`src/rtl/mini_src_control_unit.sv`:
```
// rtl/mini_src_control_unit.sv - hardwired fetch/execute sequencer for the mini SRC datapath
module mini_src_control_unit (
    input  logic        clock,
    input  logic        clear,
    input  logic [31:0] ir,
    input  logic        mem_ready,
    output logic        PCout,
    output logic        Zhiout,
    output logic        Zloout,
    output logic        MDRout,
    output logic        Cout,
    output logic        PCin,
    output logic        IRin,
    output logic        MARin,
    output logic        MDRin,
    output logic        Yin,
    output logic        Zin,
    output logic        HIin,
    output logic        LOin,
    output logic        IncPC,
    output logic        Read,
    output logic        Write,
    output logic [15:0] Rin,
    output logic [15:0] Rout,
    output logic [3:0]  alu_op,
    output logic [31:0] c_sext,
    output logic [3:0]  tstate,
    output logic        halted,
    output logic        illegal
);

    typedef enum logic [3:0] {
        S_RESET = 4'd0,
        S_T0    = 4'd1,
        S_T1    = 4'd2,
        S_T2    = 4'd3,
        S_T3    = 4'd4,
        S_T4    = 4'd5,
        S_T5    = 4'd6,
        S_T6    = 4'd7,
        S_T7    = 4'd8,
        S_DISP  = 4'd9,
        S_HALT  = 4'd15
    } state_t;

    state_t      state_q, state_d, cur;
    logic        illegal_q, illegal_d;
    logic [4:0]  op;
    logic [3:0]  ra, rb, rc;
    logic        is_alu, is_md, is_ld, is_st, is_nop, is_halt, is_ill;

    assign op     = ir[31:27];
    assign ra     = ir[26:23];
    assign rb     = ir[22:19];
    assign rc     = ir[18:15];
    assign c_sext = {{13{ir[18]}}, ir[18:0]};

    assign is_ld   = (op == 5'd0);
    assign is_st   = (op == 5'd1);
    assign is_alu  = (op >= 5'd2) && (op <= 5'd10);
    assign is_md   = (op == 5'd11) || (op == 5'd12);
    assign is_nop  = (op == 5'd24);
    assign is_halt = (op == 5'd25);
    assign is_ill  = !(is_ld || is_st || is_alu || is_md || is_nop || is_halt);

    // S_DISP is the cycle right after the T2 edge: it resolves against the freshly
    // loaded ir so nop/halt take no extra cycle and it is never visible on tstate.
    always_comb begin
        cur = state_q;
        if (state_q == S_DISP) begin
            if (is_alu || is_md || is_ld || is_st) cur = S_T3;
            else if (is_nop)                       cur = S_T0;
            else                                   cur = S_HALT;
        end
    end

    always_comb begin
        state_d   = cur;
        illegal_d = illegal_q;
        case (cur)
            S_RESET: state_d = S_T0;
            S_T0:    state_d = S_T1;
            S_T1:    state_d = mem_ready ? S_T2 : S_T1;
            S_T2:    state_d = S_DISP;
            S_T3:    state_d = S_T4;
            S_T4:    state_d = S_T5;
            S_T5:    state_d = is_alu ? S_T0 : S_T6;
            S_T6: begin
                if (is_md)      state_d = S_T0;
                else if (is_ld) state_d = mem_ready ? S_T7 : S_T6;
                else            state_d = S_T7;
            end
            S_T7: begin
                if (is_ld) state_d = S_T0;
                else       state_d = mem_ready ? S_T0 : S_T7;
            end
            default: state_d = S_HALT;
        endcase
        if (state_q == S_DISP && cur == S_HALT) illegal_d = is_ill;
    end

    always_ff @(posedge clock or negedge clear) begin
        if (!clear) begin
            state_q   <= S_RESET;
            illegal_q <= 1'b0;
        end else begin
            state_q   <= state_d;
            illegal_q <= illegal_d;
        end
    end

    always_comb begin
        PCout  = 1'b0; Zhiout = 1'b0; Zloout = 1'b0; MDRout = 1'b0; Cout  = 1'b0;
        PCin   = 1'b0; IRin   = 1'b0; MARin  = 1'b0; MDRin  = 1'b0; Yin   = 1'b0;
        Zin    = 1'b0; HIin   = 1'b0; LOin   = 1'b0; IncPC  = 1'b0; Read  = 1'b0;
        Write  = 1'b0;
        Rin    = 16'h0000;
        Rout   = 16'h0000;
        alu_op = 4'b0000;
        halted = 1'b0;
        illegal = 1'b0;
        case (cur)
            S_T0: begin PCout = 1'b1; MARin = 1'b1; IncPC = 1'b1; end
            S_T1: begin Read = 1'b1; MDRin = 1'b1; end
            S_T2: begin MDRout = 1'b1; IRin = 1'b1; end
            S_T3: begin Rout = 16'h0001 << rb; Yin = 1'b1; end
            S_T4: begin
                Zin = 1'b1;
                if (is_ld || is_st) Cout = 1'b1;
                else begin
                    Rout   = 16'h0001 << rc;
                    alu_op = op[3:0] - 4'd2;
                end
            end
            S_T5: begin
                Zloout = 1'b1;
                if (is_alu)     Rin   = 16'h0001 << ra;
                else if (is_md) LOin  = 1'b1;
                else            MARin = 1'b1;
            end
            S_T6: begin
                if (is_md) begin Zhiout = 1'b1; HIin = 1'b1; end
                else if (is_ld) begin Read = 1'b1; MDRin = 1'b1; end
                else begin Rout = 16'h0001 << ra; MDRin = 1'b1; end
            end
            S_T7: begin
                if (is_ld) begin MDRout = 1'b1; Rin = 16'h0001 << ra; end
                else       Write = 1'b1;
            end
            S_HALT: begin
                halted  = 1'b1;
                illegal = (state_q == S_DISP) ? is_ill : illegal_q;
            end
            default: ;
        endcase
    end

    assign tstate = cur;

endmodule

```
`config.mk`:
```
export PLATFORM = sky130hd
export DESIGN_NAME = mini_src_control_unit
export DESIGN_NICKNAME = d
export VERILOG_FILES = /design/src/rtl/mini_src_control_unit.sv
export SDC_FILE = /design/constraint.sdc
export NUM_CORES = 1
export LEC_CHECK = 0
export BUFFER_PORTS_ARGS = -buffer_cell sky130_fd_sc_hd__buf_2
export CORE_UTILIZATION = 45
export DETAILED_ROUTE_END_ITERATION = 8
export PLACE_DENSITY = 0.87
export SETUP_SLACK_MARGIN = 0.3
export SLEW_MARGIN = 30
export SYNTH_ARGS = -nofsm -noshare
export SYNTH_HDL_FRONTEND = slang
export SYNTH_SLANG_ARGS = --single-unit
```
`constraint.sdc`:
```
create_clock -name clock -period 4.3 [get_ports clock]
set_clock_uncertainty 0.1 [all_clocks]
set_input_delay 0.215 -clock clock [delete_from_list [all_inputs] [get_ports clock]]
set_output_delay 0.215 -clock clock [all_outputs]
set_load 0.02 [all_outputs]
```
### Word-level counts from Yosys, hierarchy flattened

Index checks and enable logic that the tools add are counted.

* $mul: 0
* bitwise operators: 0
* shifts and indexed selects: 3
* reduce and logical (&&, ||, !) cells: 14
* multiplexer cells: 44
* $lt $le $gt $ge: 2
* divide/modulo/power cells: 0
* equality and inequality tests: 15
* add/subtract/negate cells: 1

Operators by type and width (count)
* $mux 16: 5
* $pmux 16 s3: 1
* $shl 1x4->16 const A: 3
* $mux 4: 10
* $pmux 4 s9: 1
* $pmux 16 s2: 1
* $mux 1: 21
* $eq 4x3->1 const B: 4
* $eq 4x4->1 const B: 3
* $eq 5x4->1 const B: 2
* $eq 5x5->1 const B: 2
* $logic_or 1x1->1: 9
* $eq 4x2->1 const B: 2
* $pmux 1 s2: 4
* $eq 5x1->1 const B: 1
* $ge 5x2->1 const B: 1
* $le 5x4->1 const B: 1
* $logic_not 5->1: 1
* $eq 4x1->1 const B: 1
* $logic_not 4->1: 1
* $sub 4x2->4 const B: 1
* $mux 3: 1
* $logic_and 1x1->1: 2
* $logic_not 1->1: 1

* bits in writable memories: 0
* memories: 0
* bits in latches: 0
* logic and storage cells: 81
* input port bits: 35
* ROM bits: 0
* register bits after elaboration: 5

### Longest topological paths before layout

* depth in word-level cells: 9
* gate-level depth with buffers: 7

### Worst setup path before layout

Ideal clock, no wire load.

* path type: register to output
* from: register state_q[3]
* to: output Rin[1]
* arrival time: 1988 ps
* slack: 1997 ps
* stages on the path, launching flop included: 7
* required time: 3985 ps
* cells stage by stage: dfrtp_1 nand2b_1 clkbuf_1 nor3b_1 a32o_2 nand2_1 nor2_1

* word-level cells in the longest chain between the ends: 4
* elaborated cells on any way between the ends: 5
* those cells by class: eq/ne: 3; mux: 2

RTL lines
* start: declaration: RTL line 46 `state_t state_q, state_d, cur;`
* start signal: assignment: RTL line 107 `state_q <= state_d;`
* $eq 4x4->1: RTL line 70 `if (state_q == S_DISP) begin`
* $mux 4 (*): RTL line 70
* $eq 4x4->1 / $eq 4x3->1 (equally long branches): RTL line 122 `case (cur)`
* $pmux 16 s2 (*): RTL line 122
* end: declaration: RTL line 23 `output logic [15:0] Rin,`

Mark *: on every way between the ends. The rest lies on a longest branch, timed or not.

### Worst setup path after layout

* from: register state_q[3]
* to: output Rout[3]

* word-level cells in the longest chain between the ends: 4
* elaborated cells on any way between the ends: 6
* those cells by class: eq/ne: 4; mux: 2

RTL lines
* $eq 4x4->1: RTL line 70
* $mux 4 (*): RTL line 70
* $eq 4x3->1: RTL line 122
* $pmux 16 s3 (*): RTL line 122
* end: declaration: RTL line 24 `output logic [15:0] Rout,`

Marked as above.

==> qor.txt <==
Clock Tree Buf Depth: 2
Setup CP Type: flip-flop to primary output
Port buffer count: 93
I/O pin count: 125
Area growth, synth to finish: 15.78%
N_diodes: 0
Startpoint Class: flip-flop
Post-synthesis cell count: 250
Final ANT Viol Nets: 0
Die H: 64.12 um
Area leader, netlist: buf_4
Post-Layout Cell Count: 352
Worst Path Required: 3.98 ns
Setup violators final: 0
Drt drc: 0
CP arrival: 2.52 ns
Most frequent cells in the layout: buf_2, nor2_1, nand2_1
Layout fillers: 387
R2R Path End: state_q[3]$_DFF_PN0_
Pwr Density: 105.4 nW/um2
Post-CTS Setup Inserts: 0
Commonest non-fill, non-tap cell in the layout: buf_2
Largest delay share family, worst path: simple AND/OR/NAND/NOR gates
Avg Cell Area, Syn: 6.947 um2
Initial DRC Count: 142
First-pass GRT wire length: 7.941 mm
Status: complete, no violations
FF-to-FF setup slack: 2.18 ns
DP HPWL: 3.881 mm
Final GP Congestion: 0.9990
Max-slew violations: 0
Drt wl/cell: 14.47 um
Critical path peak fanout: 23
Initial Util: 47.08%
Row count: 22
Yosys reg bits: 5
Leak Pwr: 1.051 nW
Seq/Total Area, Yosys: 7.205%
Tmin final: 2.834 ns
Total power: 0.0002120 W
DIE AREA: 4111 um2
Synth top area cells: buf_4, dfrtp_1, nor2_1
Vias/cell: 5.781
Drt pass-1 iters: 5
Worst-Skew Late Latency: 0.23 ns
Max frequency: 352.8 MHz
Vias in the first global route: 1734
Ys Warns: 0
Synth Cell Area: 1737 um2
Final Hold Fails: 0
Sink Count: 5
Grt total ovfl: 0
Largest net degree at the start of global routing: 24
R2r startpoint: state_q[3]$_DFF_PN0_
HP Class: input pin to async pin
Max-cap violations: 0
Synth Net Count: 287
Critical path buffer and inverter count: 1
Layout Nets: 342
Slowest cell on the critical path: dfrtp_1
Hold_buf cts: 1
Worst Tran Pin Value: 0.6673 ns
Critical path endpoint category: primary output
Clock Pin Slew Worst Setup and Hold Paths: 0.04 ns
Final WL: 5.095 mm
Worst path cell trace: nand2b_1, nor2_1, nand2_2, or3_1, o221ai_1, buf_2
Cts repair resizes: 0
Post-synth top area share: 15.13%
Core area: 3689 um2
CP max stage delay: 0.59 ns
Initial antenna violation count: 0
R2r worst-path depth: 5
Slew HR: 55.17%
Period Utilization, post-route: 65.92%
Die Span X: 64.12 um
Root buffer cell: clkbuf_8
Share of cells above drive strength 1: 40.46%
Fin util: 54.51%
Cell variety after synth: 59
RSZ-0062 raised after global routing: no
Total GRT Usage: 24.17%
TNS Setup: 0 ns
Num CTS Buffers: 3
Via count: 2035
Placed Cells: 347
CTS tree: done
Peak supply drop: 0.0001066 V
H-tree levels: 1
Yosys cell counts (all sizes together):
| cell type | instances |
|---|---|
| or3b | 1 |
| and3 | 2 |
| a22o | 4 |
| nor2 | 30 |
| nor4b | 2 |
| nand4 | 8 |
| a221o | 6 |
| o21ai | 9 |
| nand2b | 10 |
| or2b | 1 |
| nor2b | 10 |
| nor3b | 4 |
| and3b | 1 |
| or2 | 6 |
| nor4bb | 1 |
| nand3b | 1 |
| nor4 | 2 |
| dfrtp | 5 |
| a221oi | 1 |
| o21a | 3 |
| conb | 1 |
| a311o | 1 |
| a31o | 1 |
| a21oi | 6 |
| or4 | 1 |
| o211ai | 3 |
| o22ai | 1 |
| ha | 2 |
| nand2 | 28 |
| nand4bb | 1 |
| a32o | 1 |
| and4bb | 1 |
| or3 | 2 |
| nand3 | 7 |
| clkbuf | 6 |
| and2 | 3 |
| inv | 9 |
| a21o | 8 |
| o211a | 3 |
| o221ai | 8 |
| a21boi | 1 |
| nor3 | 9 |
| buf | 38 |
| and4 | 2 |
stage by stage:
stage               area [um2]  hold WS [ns]  setup WS [ns]
detailed placement        1956      -0.07013          1.768
global route              2011        0.2507          1.277
global placement          1956      -0.06928          1.865
CTS                       2011        0.2197          1.523
finish                    2011        0.2259          1.466
floorplan                 1737       -0.1806          1.997
worst register-to-register path, delay by kind of cell (launching register included):
family | cells | cell delay (ns)
flip-flops | 1 | 0.71
AND/OR/NAND/NOR | 3 | 0.84
AO/OA/AOI/OAI | 2 | 0.40
sequential cells by signal (all words and copies together) (netlist names):
| signal | flops |
|---|---|
| state_q | 4 |
| illegal_q | 1 |
final cells by class:
cell class | count | area [um2] | share of cell area (%)
multi-input combinational | 192 | 1271 | 63.22
timing repair buffer | 94 | 475.5 | 23.65
sequential | 5 | 125.1 | 6.223
tap | 48 | 60.06 | 2.987
clock buffer | 4 | 45.04 | 2.240
inverter | 9 | 33.78 | 1.680
worst max path at each step:
stage          slack (ns)                 start       end  cells past startpoint
2_1_floorplan        2.00  state_q[3]$_DFF_PN0_    Rin[1]                      6
3_3_place_gp         1.87  state_q[3]$_DFF_PN0_  Rout[11]                      6
3_5_place_dp         1.77  state_q[3]$_DFF_PN0_   Rout[3]                      6
4_1_cts              1.52  state_q[3]$_DFF_PN0_   Rout[3]                      6
5_1_grt              1.28  state_q[3]$_DFF_PN0_   Rout[3]                      6
6_report             1.47  state_q[3]$_DFF_PN0_   Rout[3]                      6
logic make-up after synthesis:
family,Yosys count,share of synthesized area [%]
other,1,0.2159
buffers and inverters,53,19.60
flip-flops,5,7.205
AO/OA/AOI/OAI,56,27.95
adder cells (fa/ha/maj),2,1.441
AND/OR/NAND/NOR,133,43.59
metal layers:
layer	GRT usage, %	up-vias	part of all wire (%)
li1	-	982	-
met1	32.80	928	45
met2	39.23	113	45
met3	3.750	12	8.6
met4	6.944	0	1.1
met5	0	-	0
power by group:
part | internal [W] | leakage (nW) | switching, W
logic | 0.0000242 | 0.980 | 0.0000497
clock network | 0.0000639 | 0.0228 | 0.0000267
registers | 0.0000473 | 0.0490 | 0
total | 0.000136 | 1.05 | 0.0000765
(Power assumes the default switching activity.)
